File: config.mk
export PLATFORM = sky130hd
export DESIGN_NAME = scratchpad_dram_bridge
export DESIGN_NICKNAME = d
export VERILOG_FILES = /design/src/rtl/sp_types_pkg.sv /design/src/rtl/scratchpad_dram_bridge.sv
export SDC_FILE = /design/constraint.sdc
export NUM_CORES = 1
export LEC_CHECK = 0
export CAP_MARGIN = 20
export CORE_ASPECT_RATIO = 1.5
export CORE_MARGIN = 2
export CORE_UTILIZATION = 39
export CTS_BUF_LIST = sky130_fd_sc_hd__clkbuf_8 sky130_fd_sc_hd__clkbuf_16
export DETAILED_ROUTE_END_ITERATION = 10
export PLACE_DENSITY = 0.84
export RECOVER_POWER = 25
export SKIP_CTS_REPAIR_TIMING = 1
export SLEW_MARGIN = 20
export SYNTH_ARGS = -nofsm -noshare
export SYNTH_HDL_FRONTEND = slang
export SYNTH_SLANG_ARGS = --single-unit
File: constraint.sdc
create_clock -name CLK -period 7.1 [get_ports CLK]
set_clock_uncertainty 0.05 [all_clocks]
set_input_delay 1.775 -clock CLK [delete_from_list [all_inputs] [get_ports CLK]]
set_output_delay 1.775 -clock CLK [all_outputs]
set_load 0.05 [all_outputs]
File: src/rtl/sp_types_pkg.sv
// Shared types for the scratchpad bank and its DRAM bridge: beat/row geometry,
// request and write-row layouts, and the bridge FSM state encoding.
package sp_types_pkg;

    localparam int WORD_W         = 16;
    localparam int BURST          = 4;
    localparam int ROW_W          = WORD_W * BURST;
    localparam int TAG_W          = 4;
    localparam int ADDR_W         = 32;
    localparam int BEAT_W         = $clog2(BURST);
    localparam int BYTES_PER_BEAT = WORD_W / 8;

    typedef enum logic {
        OP_LOAD  = 1'b0,
        OP_STORE = 1'b1
    } dram_op_t;

    typedef struct packed {
        dram_op_t           op;
        logic [TAG_W-1:0]   tag;
        logic [ADDR_W-1:0]  addr;
        logic [ROW_W-1:0]   data;
    } dram_req_t;

    typedef dram_req_t dramFIFO_t;

    typedef struct packed {
        logic [TAG_W-1:0]   tag;
        logic [ROW_W-1:0]   data;
    } wrow_t;

    typedef wrow_t wFIFO_t;

    typedef enum logic [1:0] {
        IDLE  = 2'd0,
        LOAD  = 2'd1,
        PUSH  = 2'd2,
        STORE = 2'd3
    } bridge_state_t;

    // Byte address of a given beat within a row; wraps modulo 2^ADDR_W.
    function automatic logic [ADDR_W-1:0] beat_addr(input logic [ADDR_W-1:0] base,
                                                    input logic [BEAT_W-1:0] beat);
        return base + (ADDR_W'(beat) * ADDR_W'(BYTES_PER_BEAT));
    endfunction

endpackage

File: src/rtl/scratchpad_dram_bridge.sv
// Bridge between the scratchpad bank request FIFO and a word-wide memory port.
// Each request moves one full row as BURST beats; loads are reassembled into a
// row and pushed to the bank write FIFO, stores are sliced into write beats.
module scratchpad_dram_bridge
    import sp_types_pkg::*;
(
    input  logic                          CLK,
    input  logic                          RST,
    input  logic                          dramFIFO_empty,
    input  logic [1+TAG_W+ADDR_W+ROW_W-1:0] dramFIFO_rdata,
    output logic                          dramFIFO_REN,
    input  logic                          wFIFO_full,
    output logic                          wFIFO_WEN,
    output logic [TAG_W+ROW_W-1:0]        wFIFO_wdata,
    output logic                          mem_REN,
    output logic                          mem_WEN,
    output logic [ADDR_W-1:0]             mem_addr,
    output logic [WORD_W-1:0]             mem_store,
    input  logic [WORD_W-1:0]             mem_load,
    input  logic                          mem_ready,
    output logic                          busy
);

    bridge_state_t           state_q, state_d;
    logic [BEAT_W-1:0]       beat_q, beat_d;
    logic [TAG_W-1:0]        tag_q, tag_d;
    logic [ADDR_W-1:0]       addr_q, addr_d;
    logic [ROW_W-1:0]        row_q, row_d;

    dram_req_t               req;
    wrow_t                   wrow;
    logic                    last_beat;
    logic [$clog2(ROW_W)-1:0] slice_off;

    assign req       = dram_req_t'(dramFIFO_rdata);
    assign last_beat = (beat_q == BEAT_W'(BURST - 1));
    // Bit offset of the current beat inside the row buffer (beat 0 = LSBs).
    assign slice_off = {beat_q, {$clog2(WORD_W){1'b0}}};

    // Next-state, beat counter and row-buffer update.
    always_comb begin
        state_d = state_q;
        beat_d  = beat_q;
        tag_d   = tag_q;
        addr_d  = addr_q;
        row_d   = row_q;
        case (state_q)
            IDLE: begin
                if (!dramFIFO_empty) begin
                    tag_d   = req.tag;
                    addr_d  = req.addr;
                    row_d   = req.data;
                    beat_d  = '0;
                    state_d = (req.op == OP_STORE) ? STORE : LOAD;
                end
            end
            LOAD: begin
                if (mem_ready) begin
                    row_d[slice_off +: WORD_W] = mem_load;
                    if (last_beat) begin
                        beat_d  = '0;
                        state_d = PUSH;
                    end else begin
                        beat_d  = beat_q + 1'b1;
                    end
                end
            end
            PUSH: begin
                if (!wFIFO_full) begin
                    state_d = IDLE;
                end
            end
            STORE: begin
                if (mem_ready) begin
                    if (last_beat) begin
                        beat_d  = '0;
                        state_d = IDLE;
                    end else begin
                        beat_d  = beat_q + 1'b1;
                    end
                end
            end
            default: state_d = IDLE;
        endcase
    end

    // State registers; reset abandons any transfer and discards the row.
    always_ff @(posedge CLK) begin
        if (RST) begin
            state_q <= IDLE;
            beat_q  <= '0;
            tag_q   <= '0;
            addr_q  <= '0;
            row_q   <= '0;
        end else begin
            state_q <= state_d;
            beat_q  <= beat_d;
            tag_q   <= tag_d;
            addr_q  <= addr_d;
            row_q   <= row_d;
        end
    end

    // Strobes are suppressed while reset is held so nothing is popped, pushed
    // or issued on the edge that aborts the transfer.
    assign dramFIFO_REN = !RST && (state_q == IDLE) && !dramFIFO_empty;
    assign mem_REN      = !RST && (state_q == LOAD);
    assign mem_WEN      = !RST && (state_q == STORE);
    assign wFIFO_WEN    = !RST && (state_q == PUSH) && !wFIFO_full;
    assign busy         = (state_q != IDLE);

    assign wrow.tag    = tag_q;
    assign wrow.data   = row_q;
    assign wFIFO_wdata = wrow;

    assign mem_addr  = (state_q == LOAD || state_q == STORE) ? beat_addr(addr_q, beat_q) : '0;
    assign mem_store = (state_q == STORE) ? row_q[slice_off +: WORD_W] : '0;

endmodule

==> summary.md <==
| Metric | Value |
|---|---|
| IR drop worst, VDD | 0.000123 V |
| Number of nets still failing antenna checks after routing | 0 |
| Starting Density | 0.397 |
| Clk sink count | 104 |
| Count of antenna diodes in the layout | 0 |
| Kind of capture point of the worst setup path | primary output |
| Unrepaired setup endpoints after global routing | false |
| Site row count | 53 |
| Status | finished, violations left |
| Sequential cell area fraction in the yosys report | 0.374 |
| Number of warning messages in the yosys log | 0 |
| Layout fillers | 1,200 |
| Power density over the cells | 223 nW/µm² |
| Launching element type of the critical path | register |
| Total number of H-tree levels | 3 |
| Achievable Freq | 0.163 GHz |
| Transition at the pin with the smallest max-transition slack | 2.01 ns |
| Vias in the first global route | 5,944 |
| Cell at the root of the clock tree | sky130_fd_sc_hd__clkbuf_16 |
| Die boundary height | 150 µm |
| Area Overhead vs Synth | 50.2% |
| Mean Syn Cell Area | 8.33 µm² |
| First-pass detailed-route iteration total | 5 |
| Post-synth cell types | 48 |
| CTS tree | built |
| Global-route wire length before repair | 29.6 mm |
| Synthesized cell area | 5560 µm² |
| Worst hold slack across all endpoints | 0.406 ns |
| Core footprint | 14,000 µm² |
| Number of failing hold endpoints at the final stage | 0 |
| CP Data Arrival Time | 4.31 ns |
| Detailed Place HPWL | 13.8 mm |
| Clock transition at path regs | 0.07 ns |
| Max Cap Viol | 1 |
| WL/cell | 18.0 µm |
| Floorplan die width | 102 µm |
| Nets | 998 |
| Syn_nets | 797 |
| Leakage power | 0.00283 µW |
| Type of the tightest min-delay check | reg -> reg |
| Drc violations | 0 |
| Worst setup path class | reg -> out |
| Failing checks | max-capacitance violations, max-slew violations |
| Buffer depth of the longest clock path | 2 |
| Share of cells above drive strength 1 | 0.0629 |
| Shortest clock period the worst path allows after layout | 6.14 ns |
| Global routing usage summed across all routing layers | 0.246 |
| Final cycle utilization of the critical path | 0.864 |
| WL final | 19.2 mm |
| Top cell type's share of synthesized area | 0.374 |
| Via count | 6,037 |
| Congestion Overflow GR | 0 |
| Utilization after layout | 0.597 |
| Iter 0 DRT Violations | 290 |
| TritonCTS Buffers | 9 |
| Setup Viol. Count Final | 0 |
| Initial antenna violation count | 0 |
| Synth top area cells | sky130_fd_sc_hd__dfxtp_1 37%, sky130_fd_sc_hd__mux4_2 6.5%, sky130_fd_sc_hd__nand2_1 6.0% |
| Max-Slew Margin vs Limit | -0.337 |
| Data required time at the worst endpoint | 5.28 ns |
| Maximum fanout along the worst path | 25 |
| Cell accounting for the most synthesized area | sky130_fd_sc_hd__dfxtp_1 |
| Syn Inst Count | 668 |
| Final RePlAce weighted congestion | 0.857 |
| Flip-flop and latch count after synthesis | 104 |
| Final sum of negative setup slack | 0 ns |
| Fin. max-slew vios | 44 |
| Total die area | 15,300 µm² |
| Port Buffers | 242 |
| I/O pin count | 243 |
| Vias per cell | 5.66 |
| Clock latency on the worst-skew pair | 0.33 ns |
| Pin count of the biggest net entering global routing | 76 |
## per-layer routing
layer	global-route usage	part of all wire	up-vias
met5	0	0	-
met4	0.122	0.032	0
met3	0.0613	0.083	55
met2	0.440	0.52	309
met1	0.263	0.37	2805
li1	-	-	2868
## report_power, final
| group | switching [µW] | internal, µW |
|---|---|---|
| logic | 398 | 252 |
| registers | 66.7 | 648 |
| clock network | 226 | 274 |
| total | 692 | 1170 |
## sequential cells by signal (all words and copies together) (netlist names)
register,cells
addr_q,32
tag_q,4
state_q,2
beat_q,2
row_q,64
## worst max-delay path: stages, from the launching register on
cell	delay [ns]
sky130_fd_sc_hd__dfxtp_2	0.88
sky130_fd_sc_hd__ha_1	0.29
sky130_fd_sc_hd__inv_1	0.05
sky130_fd_sc_hd__fa_1	0.40
sky130_fd_sc_hd__and4b_1	0.43
sky130_fd_sc_hd__nand3_1	0.36
sky130_fd_sc_hd__or4_1	0.57
sky130_fd_sc_hd__a21oi_1	0.15
sky130_fd_sc_hd__clkdlybuf4s50_1	0.83
## placed cells by master (no fill, tap or decap), types with 2 or more instances in the layout
cell type                         instances
sky130_fd_sc_hd__clkdlybuf4s50_1        224
sky130_fd_sc_hd__dfxtp_1                103
sky130_fd_sc_hd__nand2_1                 89
sky130_fd_sc_hd__nor2_1                  82
sky130_fd_sc_hd__a21oi_1                 55
sky130_fd_sc_hd__nor3_1                  35
sky130_fd_sc_hd__a221oi_1                32
sky130_fd_sc_hd__a22oi_1                 32
sky130_fd_sc_hd__a211oi_1                32
sky130_fd_sc_hd__nor2b_1                 17
sky130_fd_sc_hd__dlygate4sd3_1           17
sky130_fd_sc_hd__mux4_2                  16
sky130_fd_sc_hd__nand3_1                 11
sky130_fd_sc_hd__inv_1                    9
sky130_fd_sc_hd__o31ai_1                  9
sky130_fd_sc_hd__or4_1                    9
sky130_fd_sc_hd__clkbuf_16                9
sky130_fd_sc_hd__or3_1                    8
sky130_fd_sc_hd__xor2_1                   8
sky130_fd_sc_hd__nand4_1                  7
sky130_fd_sc_hd__o21ai_0                  7
sky130_fd_sc_hd__buf_4                    7
sky130_fd_sc_hd__ha_1                     6
sky130_fd_sc_hd__and4_1                   5
sky130_fd_sc_hd__xnor2_1                  4
sky130_fd_sc_hd__a2bb2oi_2                4
sky130_fd_sc_hd__and2_1                   3
sky130_fd_sc_hd__nor4_4                   3
sky130_fd_sc_hd__o22ai_2                  2
sky130_fd_sc_hd__a311oi_1                 2
sky130_fd_sc_hd__clkinv_4                 2
## final cells by class
| type | instances | area, µm² | share of cell area |
|---|---|---|---|
| Timing Repair Buffer | 250 | 2480 | 0.297 |
| Clock inverter | 7 | 72.6 | 0.00869 |
| Sequential cell | 104 | 2080 | 0.249 |
| Inverter | 8 | 30.0 | 0.00359 |
| Clock buffer | 9 | 225 | 0.0270 |
| Multi-Input combinational cell | 496 | 3220 | 0.386 |
| Tap cell | 192 | 240 | 0.0288 |
## Yosys cell counts (all sizes together)
cell type / count
nor3b: 1
nand2b: 2
nand3b: 1
ha: 6
dfxtp: 104
clkbuf: 31
or2: 1
o22ai: 2
and2: 3
nor2b: 17
a211oi: 32
a311oi: 2
mux2i: 1
nor4: 4
and3b: 1
nor4b: 2
xor2: 8
nand3: 12
buf: 29
fa: 1
mux4: 16
or3: 8
nand2: 89
and3: 1
xnor2: 4
and4: 5
o21ai: 7
and4b: 1
nand4: 7
or4b: 2
a2bb2oi: 4
o31ai: 9
a22oi: 32
nor2: 82
nor3: 36
or4: 9
a221oi: 32
a31oi: 1
a21oi: 55
inv: 8
## metrics by stage
stage	area, µm²	worst slack [ns]	power [µW]	std cells
after floorplan	5560	1.47	1120	668
after detailed placement	8060	1.25	1380	1050
after CTS	8360	0.871	1880	1066
final	8360	0.962	1870	1066
after global placement	8050	1.31	1370	1049
after global routing	8360	0.646	1940	1066
## cell families (layout without fill, tap and decap cells)
logic type | count (synthesis) | in the layout | share of synthesized area
simple gates | 284 | 284 | 0.248
compound gates | 176 | 176 | 0.222
flops | 104 | 104 | 0.374
buf+inv | 68 | 274 | 0.0526
mux | 17 | 17 | 0.0666
xor+xnor | 12 | 12 | 0.0189
fa+ha+maj | 7 | 7 | 0.0171
## path summary, 6_finish.rpt
path	start	to	slack, ns	cells after the start
worst max-delay path	beat_q[0]$_SDFFE_PP0P_	mem_addr[27]	0.96	8
worst max register to register	state_q[0]$_SDFFE_PP0P_	row_q[32]$_SDFFE_PP0P_	3.43	5
worst min-delay path	tag_q[3]$_SDFFE_PP0P_	tag_q[3]$_SDFFE_PP0P_	0.41	2
worst min register to register	tag_q[3]$_SDFFE_PP0P_	tag_q[3]$_SDFFE_PP0P_	0.41	2
Power figures use the tool's default switching activity.
